===== src/rtl/mips_pipe_pkg.sv =====
// mips_pipe_pkg: shared pipeline constants, mul/div state type and latency helper
package mips_pipe_pkg;
    localparam int REG_ADDR_W  = 5;
    localparam int MUL_LAT_DEF = 4;
    localparam int DIV_LAT_DEF = 32;

    typedef enum logic {MD_IDLE, MD_BUSY} md_state_t;

    // Counter preload so the unit stays busy for exactly the given latency
    function automatic logic [7:0] md_load(logic is_div, int mul_lat, int div_lat);
        return 8'(is_div ? div_lat - 1 : mul_lat - 1);
    endfunction
endpackage


===== src/rtl/hazard_ctrl_if.sv =====
// hazard_ctrl_if: decode/execute hazard inputs and front-end control outputs
interface hazard_ctrl_if;
    import mips_pipe_pkg::*;
    logic [REG_ADDR_W-1:0] id_rs_addr;
    logic [REG_ADDR_W-1:0] id_rt_addr;
    logic                  id_uses_rs;
    logic                  id_uses_rt;
    logic                  id_is_muldiv;
    logic                  id_is_div;
    logic                  id_reads_hilo;
    logic [REG_ADDR_W-1:0] ex_rt_addr;
    logic                  ex_mem_read;
    logic                  ex_branch_taken;
    logic                  pc_write;
    logic                  if_id_write;
    logic                  if_id_flush;
    logic                  id_ex_flush;
    logic                  md_start;
    logic                  md_busy;
    logic                  md_done;
    logic [31:0]           stall_cnt;

    modport master (
        output id_rs_addr, id_rt_addr, id_uses_rs, id_uses_rt, id_is_muldiv, id_is_div,
               id_reads_hilo, ex_rt_addr, ex_mem_read, ex_branch_taken,
        input  pc_write, if_id_write, if_id_flush, id_ex_flush, md_start, md_busy, md_done,
               stall_cnt
    );

    modport slave (
        input  id_rs_addr, id_rt_addr, id_uses_rs, id_uses_rt, id_is_muldiv, id_is_div,
               id_reads_hilo, ex_rt_addr, ex_mem_read, ex_branch_taken,
        output pc_write, if_id_write, if_id_flush, id_ex_flush, md_start, md_busy, md_done,
               stall_cnt
    );
endinterface


===== src/rtl/hazard_ctrl_md_timer.sv =====
// md_timer: tracks the multi-cycle mul/div unit, busy for exactly its latency after a start
module md_timer
    import mips_pipe_pkg::*;
#(
    parameter int MUL_LAT = MUL_LAT_DEF,
    parameter int DIV_LAT = DIV_LAT_DEF
) (
    input  logic clk,
    input  logic rst_n,
    input  logic md_start,
    input  logic is_div,
    output logic md_busy,
    output logic md_done
);
    md_state_t  state, state_nxt;
    logic [7:0] cnt, cnt_nxt;

    // State and countdown registers; reset aborts any operation in flight
    always_ff @(posedge clk or negedge rst_n) begin
        if (!rst_n) begin
            state <= MD_IDLE;
            cnt   <= '0;
        end else begin
            state <= state_nxt;
            cnt   <= cnt_nxt;
        end
    end

    // Load the latency on start, count down while busy, leave on the zero count
    always_comb begin
        state_nxt = state;
        cnt_nxt   = cnt;
        if (state == MD_IDLE) begin
            state_nxt = md_start ? MD_BUSY : MD_IDLE;
            cnt_nxt   = md_start ? md_load(is_div, MUL_LAT, DIV_LAT) : cnt;
        end else begin
            state_nxt = (cnt == 8'd0) ? MD_IDLE : MD_BUSY;
            cnt_nxt   = (cnt == 8'd0) ? cnt : cnt - 8'd1;
        end
    end

    assign md_busy = (state == MD_BUSY);
    assign md_done = md_busy && (cnt == 8'd0);
endmodule


===== src/rtl/hazard_ctrl.sv =====
// hazard_ctrl: load-use / mul-div stall, taken-branch flush and stall-cycle counter
module hazard_ctrl
    import mips_pipe_pkg::*;
#(
    parameter int MUL_LAT = MUL_LAT_DEF,
    parameter int DIV_LAT = DIV_LAT_DEF
) (
    input logic         clk,
    input logic         rst_n,
    hazard_ctrl_if.slave hz
);
    logic load_use, md_hazard, stall, md_start, md_busy, md_done;

    assign load_use  = hz.ex_mem_read && (hz.ex_rt_addr != '0) &&
                       ((hz.id_uses_rs && hz.ex_rt_addr == hz.id_rs_addr) ||
                        (hz.id_uses_rt && hz.ex_rt_addr == hz.id_rt_addr));
    assign md_hazard = md_busy && (hz.id_is_muldiv || hz.id_reads_hilo);
    assign stall     = (load_use || md_hazard) && !hz.ex_branch_taken;
    assign md_start  = rst_n && hz.id_is_muldiv && !stall && !hz.ex_branch_taken;

    // Front-end control: flush beats stall beats run; reset holds the pipe in a bubble
    always_comb begin
        hz.pc_write    = rst_n && !stall;
        hz.if_id_write = rst_n && !stall;
        hz.if_id_flush = !rst_n || hz.ex_branch_taken;
        hz.id_ex_flush = !rst_n || hz.ex_branch_taken || stall;
    end

    md_timer #(.MUL_LAT(MUL_LAT), .DIV_LAT(DIV_LAT)) u_md_timer (
        .clk      (clk),
        .rst_n    (rst_n),
        .md_start (md_start),
        .is_div   (hz.id_is_div),
        .md_busy  (md_busy),
        .md_done  (md_done)
    );

    assign hz.md_start = md_start;
    assign hz.md_busy  = md_busy;
    assign hz.md_done  = md_done;

    // Saturating count of stall cycles; flush cycles are not stalls
    always_ff @(posedge clk or negedge rst_n) begin
        if (!rst_n)
            hz.stall_cnt <= '0;
        else if (stall && hz.stall_cnt != 32'hFFFF_FFFF)
            hz.stall_cnt <= hz.stall_cnt + 32'd1;
    end
endmodule


===== src/flat_wrapper.sv =====
// flat-port wrapper written by rule: the top's interface ports become plain ports
module hazard_ctrl_flat import mips_pipe_pkg::*;
#(
    parameter int MUL_LAT = MUL_LAT_DEF,
    parameter int DIV_LAT = DIV_LAT_DEF
)
  (clk, rst_n, hz_id_rs_addr, hz_id_rt_addr, hz_id_uses_rs, hz_id_uses_rt, hz_id_is_muldiv, hz_id_is_div, hz_id_reads_hilo, hz_ex_rt_addr, hz_ex_mem_read, hz_ex_branch_taken, hz_pc_write, hz_if_id_write, hz_if_id_flush, hz_id_ex_flush, hz_md_start, hz_md_busy, hz_md_done, hz_stall_cnt);
  hazard_ctrl_if hz_i ();
  input logic clk;
  input logic rst_n;
  input wire logic [$bits(hz_i.id_rs_addr)-1:0] hz_id_rs_addr;
  input wire logic [$bits(hz_i.id_rt_addr)-1:0] hz_id_rt_addr;
  input wire logic [$bits(hz_i.id_uses_rs)-1:0] hz_id_uses_rs;
  input wire logic [$bits(hz_i.id_uses_rt)-1:0] hz_id_uses_rt;
  input wire logic [$bits(hz_i.id_is_muldiv)-1:0] hz_id_is_muldiv;
  input wire logic [$bits(hz_i.id_is_div)-1:0] hz_id_is_div;
  input wire logic [$bits(hz_i.id_reads_hilo)-1:0] hz_id_reads_hilo;
  input wire logic [$bits(hz_i.ex_rt_addr)-1:0] hz_ex_rt_addr;
  input wire logic [$bits(hz_i.ex_mem_read)-1:0] hz_ex_mem_read;
  input wire logic [$bits(hz_i.ex_branch_taken)-1:0] hz_ex_branch_taken;
  output wire logic [$bits(hz_i.pc_write)-1:0] hz_pc_write;
  output wire logic [$bits(hz_i.if_id_write)-1:0] hz_if_id_write;
  output wire logic [$bits(hz_i.if_id_flush)-1:0] hz_if_id_flush;
  output wire logic [$bits(hz_i.id_ex_flush)-1:0] hz_id_ex_flush;
  output wire logic [$bits(hz_i.md_start)-1:0] hz_md_start;
  output wire logic [$bits(hz_i.md_busy)-1:0] hz_md_busy;
  output wire logic [$bits(hz_i.md_done)-1:0] hz_md_done;
  output wire logic [$bits(hz_i.stall_cnt)-1:0] hz_stall_cnt;
  assign hz_i.id_rs_addr = hz_id_rs_addr;
  assign hz_i.id_rt_addr = hz_id_rt_addr;
  assign hz_i.id_uses_rs = hz_id_uses_rs;
  assign hz_i.id_uses_rt = hz_id_uses_rt;
  assign hz_i.id_is_muldiv = hz_id_is_muldiv;
  assign hz_i.id_is_div = hz_id_is_div;
  assign hz_i.id_reads_hilo = hz_id_reads_hilo;
  assign hz_i.ex_rt_addr = hz_ex_rt_addr;
  assign hz_i.ex_mem_read = hz_ex_mem_read;
  assign hz_i.ex_branch_taken = hz_ex_branch_taken;
  assign hz_pc_write = hz_i.pc_write;
  assign hz_if_id_write = hz_i.if_id_write;
  assign hz_if_id_flush = hz_i.if_id_flush;
  assign hz_id_ex_flush = hz_i.id_ex_flush;
  assign hz_md_start = hz_i.md_start;
  assign hz_md_busy = hz_i.md_busy;
  assign hz_md_done = hz_i.md_done;
  assign hz_stall_cnt = hz_i.stall_cnt;
  hazard_ctrl #(.MUL_LAT(MUL_LAT), .DIV_LAT(DIV_LAT)) u_core (.clk(clk), .rst_n(rst_n), .hz(hz_i));
endmodule

===== config.mk =====
export PLATFORM = sky130hd
export DESIGN_NAME = hazard_ctrl_flat
export DESIGN_NICKNAME = d
export VERILOG_FILES = /design/src/rtl/mips_pipe_pkg.sv /design/src/rtl/hazard_ctrl_if.sv /design/src/rtl/hazard_ctrl_md_timer.sv /design/src/rtl/hazard_ctrl.sv /design/src/flat_wrapper.sv
export SDC_FILE = /design/constraint.sdc
export NUM_CORES = 1
export LEC_CHECK = 0
export CAP_MARGIN = 20
export CORE_AREA = 2 2 78 65
export DETAILED_ROUTE_END_ITERATION = 8
export DIE_AREA = 0 0 80 67
export HOLD_SLACK_MARGIN = 0.02
export PLACE_DENSITY = 0.83
export SLEW_MARGIN = 25
export SYNTH_ARGS = -nofsm -noshare
export SYNTH_HDL_FRONTEND = slang
export SYNTH_SLANG_ARGS = --single-unit

===== constraint.sdc =====
create_clock -name clk -period 4.7 [get_ports clk]
set_input_delay 0.94 -clock clk [delete_from_list [all_inputs] [get_ports clk]]
set_output_delay 0.94 -clock clk [all_outputs]
set_load 0.01 [all_outputs]

== Word-level counts from Yosys, hierarchy flattened ==
Cells that the tools add are included.
Cells by class
  reductions and logical operators: 24
  bitwise operators: 0
  $add $sub $neg: 2
  div/mod/pow operators: 0
  $lt $le $gt $ge: 0
  mux-type cells: 7
  shift operators: 0
  multiply operators: 0
  equality and inequality tests: 4
Operators by type and width (number)
  $add A32 B1 Y32 const B: 1
  $ne A32 B32 Y1 const B: 1
  $mux W8: 3
  $logic_and A1 B1 Y1: 12
  $eq A5 B5 Y1: 2
  $logic_not A8 Y1: 1
  $sub A8 B1 Y8 const B: 1
  $logic_or A1 B1 Y1: 5
  $mux W5: 1
  $reduce_bool A5 Y1: 1
  $logic_not A1 Y1: 3
  $mux W1: 3
  $ne A2 B2 Y1 const B: 1
  $reduce_and A2 Y1: 1
  $reduce_bool A2 Y1: 1
Storage, ports and cells
  output and inout bits: 39
  register bits: 41
  memories: 0
  bits of input ports: 24
  memory bits (writable): 0
  logic and storage cells: 40
  ROM bits: 0
  latch bits: 0

== Logic depth before layout (Yosys ltp) ==
  depth in word-level cells: 11
  mapped depth: 9
  mapped depth without buffers: 9

== Hierarchy ==
From an unflattened synthesis, not the netlist that was laid out.
Unflattened totals
  cell total of the unflattened synthesis: 234
  area total of the unflattened synthesis: 2289.7 µm²
Modules (own cells, without submodules)
  hazard_ctrl: area an instance 1785.5 µm², times used 1, cells an instance 179, sequential area each 800.8 µm²
  md_timer: area an instance 504.2 µm², times used 1, cells an instance 55, sequential area each 225.2 µm²

== Worst setup path before layout ==
OpenSTA, ideal clock, no wires.
  kind: input-to-output
  start point: input port hz_ex_rt_addr[0]
  end point: output port hz_pc_write
  arrival: 2.405 ns
  required time: 3.760 ns
  buffers on the path: 2
  slack: 1.355 ns
  stages on the path: 7
  cell sequence: or4_1 > o21ai_0 > a21oi_1 > nand2_1 > buf_4 > and2_1 > buf_4
On the way
  word-level cells in the longest chain between the ends: 8
  elaborated cells on any way between the ends: 12
  classes of those cells: 2 x eq/ne; 10 x reduce/logical
Ends and longest elaborated chain
  from (decl): line flat_wrapper.sv:18  | input wire logic [$bits(hz_i.ex_rt_addr)-1:0] hz_ex_rt_addr;
  $eq A5 B5 Y1, on equally long branches: line hazard_ctrl.sv:15, hazard_ctrl.sv:16
  $logic_and A1 B1 Y1, on equally long branches: line hazard_ctrl.sv:15, hazard_ctrl.sv:16
  $logic_or A1 B1 Y1: line hazard_ctrl.sv:15  | ((hz.id_uses_rs && hz.ex_rt_addr == hz.id_rs_addr) ||
  $logic_and A1 B1 Y1 *: line hazard_ctrl.sv:14  | assign load_use = hz.ex_mem_read && (hz.ex_rt_addr != '0) &&
  $logic_or A1 B1 Y1 *: line hazard_ctrl.sv:18  | assign stall = (load_use || md_hazard) && !hz.ex_branch_taken;
  $logic_and A1 B1 Y1 *: line hazard_ctrl.sv:18
  $logic_not A1 Y1 *
  $logic_and A1 B1 Y1 *
  to (decl): line flat_wrapper.sv:21  | output wire logic [$bits(hz_i.pc_write)-1:0] hz_pc_write;
Mark *: on every way between the ends. The rest lies on a longest branch, timed or not.

== Worst setup path after layout ==
  start point: input port hz_ex_rt_addr[0]
  end point: output port hz_if_id_write
On the way
  word-level cells in the longest chain between the ends: 8
  elaborated cells on any way between the ends: 12
  classes of those cells: 2 x eq/ne; 10 x reduce/logical
Ends and longest elaborated chain
  $eq A5 B5 Y1, on equally long branches: line hazard_ctrl.sv:15, hazard_ctrl.sv:16
  $logic_and A1 B1 Y1, on equally long branches: line hazard_ctrl.sv:15, hazard_ctrl.sv:16
  $logic_or A1 B1 Y1: line hazard_ctrl.sv:15
  $logic_and A1 B1 Y1 *: line hazard_ctrl.sv:14
  $logic_or A1 B1 Y1 *: line hazard_ctrl.sv:18
  $logic_and A1 B1 Y1 *: line hazard_ctrl.sv:18
  $logic_not A1 Y1 *: line hazard_ctrl.sv:24  | hz.if_id_write = rst_n && !stall;
  $logic_and A1 B1 Y1 *: line hazard_ctrl.sv:24
  to (decl): line flat_wrapper.sv:22  | output wire logic [$bits(hz_i.if_id_write)-1:0] hz_if_id_write;
Marked as above.

==> run metrics <==
number of setup violations in the final report=0; growth of design area from synthesis to finish=33.3%; antenna violations before repair=0; most area-hungry cell type in the Yosys netlist=sky130_fd_sc_hd__dfrtp_1; global-route wire length before repair=about 9300 microns; count of buffers inserted at the top-level ports=62; post-CTS setup-driven buffer insertion count=0; overall die height=67 microns; Final HPWL DP=4070 microns; ranking of synthesized cells by instance count=sky130_fd_sc_hd__dfrtp_1, sky130_fd_sc_hd__xor2_1, sky130_fd_sc_hd__nand2_1; routability cong.=just under 0.9; Remaining DRCs=0; CTS tree=yes; Num CTS Buffers=5; Critical Path Start Type=primary input; number of flops mapped to enable cells by yosys=0; endpoint arrival time on the critical path=3190 ps; pin count of the biggest net entering global routing=43; internal power=around 0.7 mW; LEAKAGE=1.33 nW; setup repair after global routing missed its margin=false; clock-pin slew reported for the worst setup and hold paths after clock tree synthesis=80 ps; global-route congestion overflow total=0; Final min period=4130 ps; WS Path Type=in2out; count of synthesis-stage warnings from yosys=0; cell with the most instances after synthesis=sky130_fd_sc_hd__dfrtp_1; Max H-tree Level=2; required arrival time at the worst endpoint=3760 ps; number of global-route vias before repair=slightly above 2000; number of standard cells in the layout, taps in and fillers out=363; netlist area before placement=0.00228 sq mm; dominant synthesized flop cell=sky130_fd_sc_hd__dfrtp_1; Post-synth ARST share=1.00; clock net sink count=41; number of detailed-routing iterations run before antenna repair=4; number of nets still failing antenna checks after routing=0; largest fanout on the critical path=3; outcome=finished clean; share of cells above drive strength 1=0.0693; # diodes=0; fraction of power consumed by sequential logic=0.456; mean instance size in the synthesized netlist=9.72 sq um; via count=2000; starting density of the core=0.506; slew margin rel.=0.616; violation count after the first detailed-route iteration=105; Final Net Count=328; full die area=roughly 0.0054 sq mm; MaxCap Viol Count=0; Yosys reg bits=41; clock root buffer master=sky130_fd_sc_hd__clkbuf_8; GRT Overall Usage=0.226; combinational group share of total power=0.332; final count of pins violating max slew=0; Clock Power Share=0.212; period utilization=0.878; # resized after CTS=0; Highest Clock Rate=between 0.2 and 0.25 GHz; number of placed cells counting well taps=355; DR vias/cell=around 5.5; horizontal die dimension=approximately 80 microns; net count after synthesis=261; cell count after synthesis=235; CTS Buffer Depth=2; actual transition at the worst max-transition pin=568 ps; Top Ports=63; top-area cell type share of the netlist area=0.449; sum of negative setup slack=0 ps; Pwr Density=354 mW/mm^2; placeable core region=0.00451 sq mm; skew final=10.9 ps; total of hold buffers inserted after clock tree synthesis=0; total wire length after detailed routing=between 5000 and 6000 microns; cells taking the most area after synthesis=sky130_fd_sc_hd__dfrtp_1, sky130_fd_sc_hd__xor2_1, sky130_fd_sc_hd__xnor2_1, sky130_fd_sc_hd__nand3_1, sky130_fd_sc_hd__nor3_1; worst-case vdd ir drop=0.000247 V; num rows=22; Sw Share=0.359; final hold viol count=0; unique cell type count in the Yosys netlist=between 40 and 50; Net Sw Power=between 0.3 and 0.4 mW; Routed wire per std cell=15.2 microns; sort of element at the end of the critical path=output port; sequential cell area fraction in the yosys report=0.449; worst hold slack=between 400 and 500 ps; Clock Latency Late Sink=300 ps; Tightest Hold Check Type=reg2reg
## power groups by stage
stage | clock (mW) | sequential (mW) | combinational [mW]
4_1_cts | 0.235 | 0.491 | 0.362
6_report | 0.228 | 0.492 | 0.358
3_5_place_dp | 0 | 0.497 | 0.358
2_1_floorplan | 0 | 0.488 | 0.224
3_3_place_gp | 0 | 0.495 | 0.344
5_1_grt | 0.255 | 0.505 | 0.399
## area by class of cell
cell class	instances	area (sq um)
sequential	41	1030
multi-input combinational	178	1180
clock buffer	6	72.6
fill	366	1470
timing repair buffer	64	631
clock inverter	2	15.0
tap	60	75.1
inverter	12	45.0
## critical path, cell delays in order
cell,delay (ps)
sky130_fd_sc_hd__clkdlybuf4s50_1,470
sky130_fd_sc_hd__or4_1,540
sky130_fd_sc_hd__o21ai_0,220
sky130_fd_sc_hd__a21oi_1,180
sky130_fd_sc_hd__nand2_1,140
sky130_fd_sc_hd__and2_1,150
sky130_fd_sc_hd__clkdlybuf4s50_1,540
## registers in the layout, summed over array words and instances, names as in the netlist
| register | cells |
|---|---|
| u_core.u_md_timer.md_busy | 1 |
| u_core.hz.stall_cnt | 32 |
| u_core.u_md_timer.cnt | 8 |
## cells in the final DEF, fill, tap and decap left out, types with 3 or more instances in the layout
cell type and count:
sky130_fd_sc_hd__o22ai_1 3, sky130_fd_sc_hd__nand4_1 12, sky130_fd_sc_hd__xnor2_1 12, sky130_fd_sc_hd__nor2_1 18
sky130_fd_sc_hd__clkdlybuf4s50_1 61, sky130_fd_sc_hd__xor2_1 29, sky130_fd_sc_hd__o21ai_0 6, sky130_fd_sc_hd__inv_1 12
sky130_fd_sc_hd__nand3_1 18, sky130_fd_sc_hd__nor4_1 5, sky130_fd_sc_hd__dfrtp_1 41, sky130_fd_sc_hd__nor3_1 18
sky130_fd_sc_hd__nand2_1 20, sky130_fd_sc_hd__a31oi_1 4, sky130_fd_sc_hd__clkbuf_8 5
## per-stage QoR
step | worst slack, ps | cell area (sq um) | utilization | power [mW]
after floorplan | 1350 | 2280 | - | 0.711
after global placement | 589 | 2960 | 0.655 | 0.838
after detailed placement | 567 | 2960 | 0.655 | 0.855
after CTS | 554 | 3040 | 0.674 | 1.09
after global routing | 434 | 3040 | 0.674 | 1.16
final | 574 | 3040 | 0.674 | 1.08
## logic make-up (layout without fill, tap and decap cells)
| logic type | after synthesis | after routing | share of synthesized area |
|---|---|---|---|
| buffers and inverters | 16 | 84 | 0.0345 |
| flip-flops | 41 | 41 | 0.449 |
| XOR/XNOR | 41 | 41 | 0.157 |
| AND/OR/NAND/NOR | 107 | 107 | 0.256 |
| AO/OA/AOI/OAI | 27 | 27 | 0.0866 |
| multiplexers | 1 | 1 | 0.00493 |
| adder cells (fa/ha/maj) | 2 | 2 | 0.0110 |
## worst paths after layout
path                            slack, ps  depth (start not counted)                            startpoint                              endpoint
worst max-delay path                  570                          7                      hz_ex_rt_addr[0]                        hz_if_id_write
worst min-delay path                  500                          1   u_core.hz.stall_cnt[22]$_DFFE_PN0P_   u_core.hz.stall_cnt[22]$_DFFE_PN0P_
worst max register to register       2400                          9  u_core.u_md_timer.cnt[0]$_DFFE_PN0P_  u_core.u_md_timer.cnt[5]$_DFFE_PN0P_
worst min register to register        500                          1   u_core.hz.stall_cnt[22]$_DFFE_PN0P_   u_core.hz.stall_cnt[22]$_DFFE_PN0P_
max in group asynchronous            3610                          2                                 rst_n   u_core.hz.stall_cnt[28]$_DFFE_PN0P_
min in group asynchronous             720                          2                                 rst_n  u_core.u_md_timer.cnt[4]$_DFFE_PN0P_
## layer usage
metal  share of wire  track usage  wire length, microns
met1            0.45        0.281                  2490
met2            0.46        0.378                  2510
met3           0.075       0.0556                   411
met4           0.018       0.0890                    99
met5               0            0                     0
Note: power is estimated with default switching activity, not from simulation.
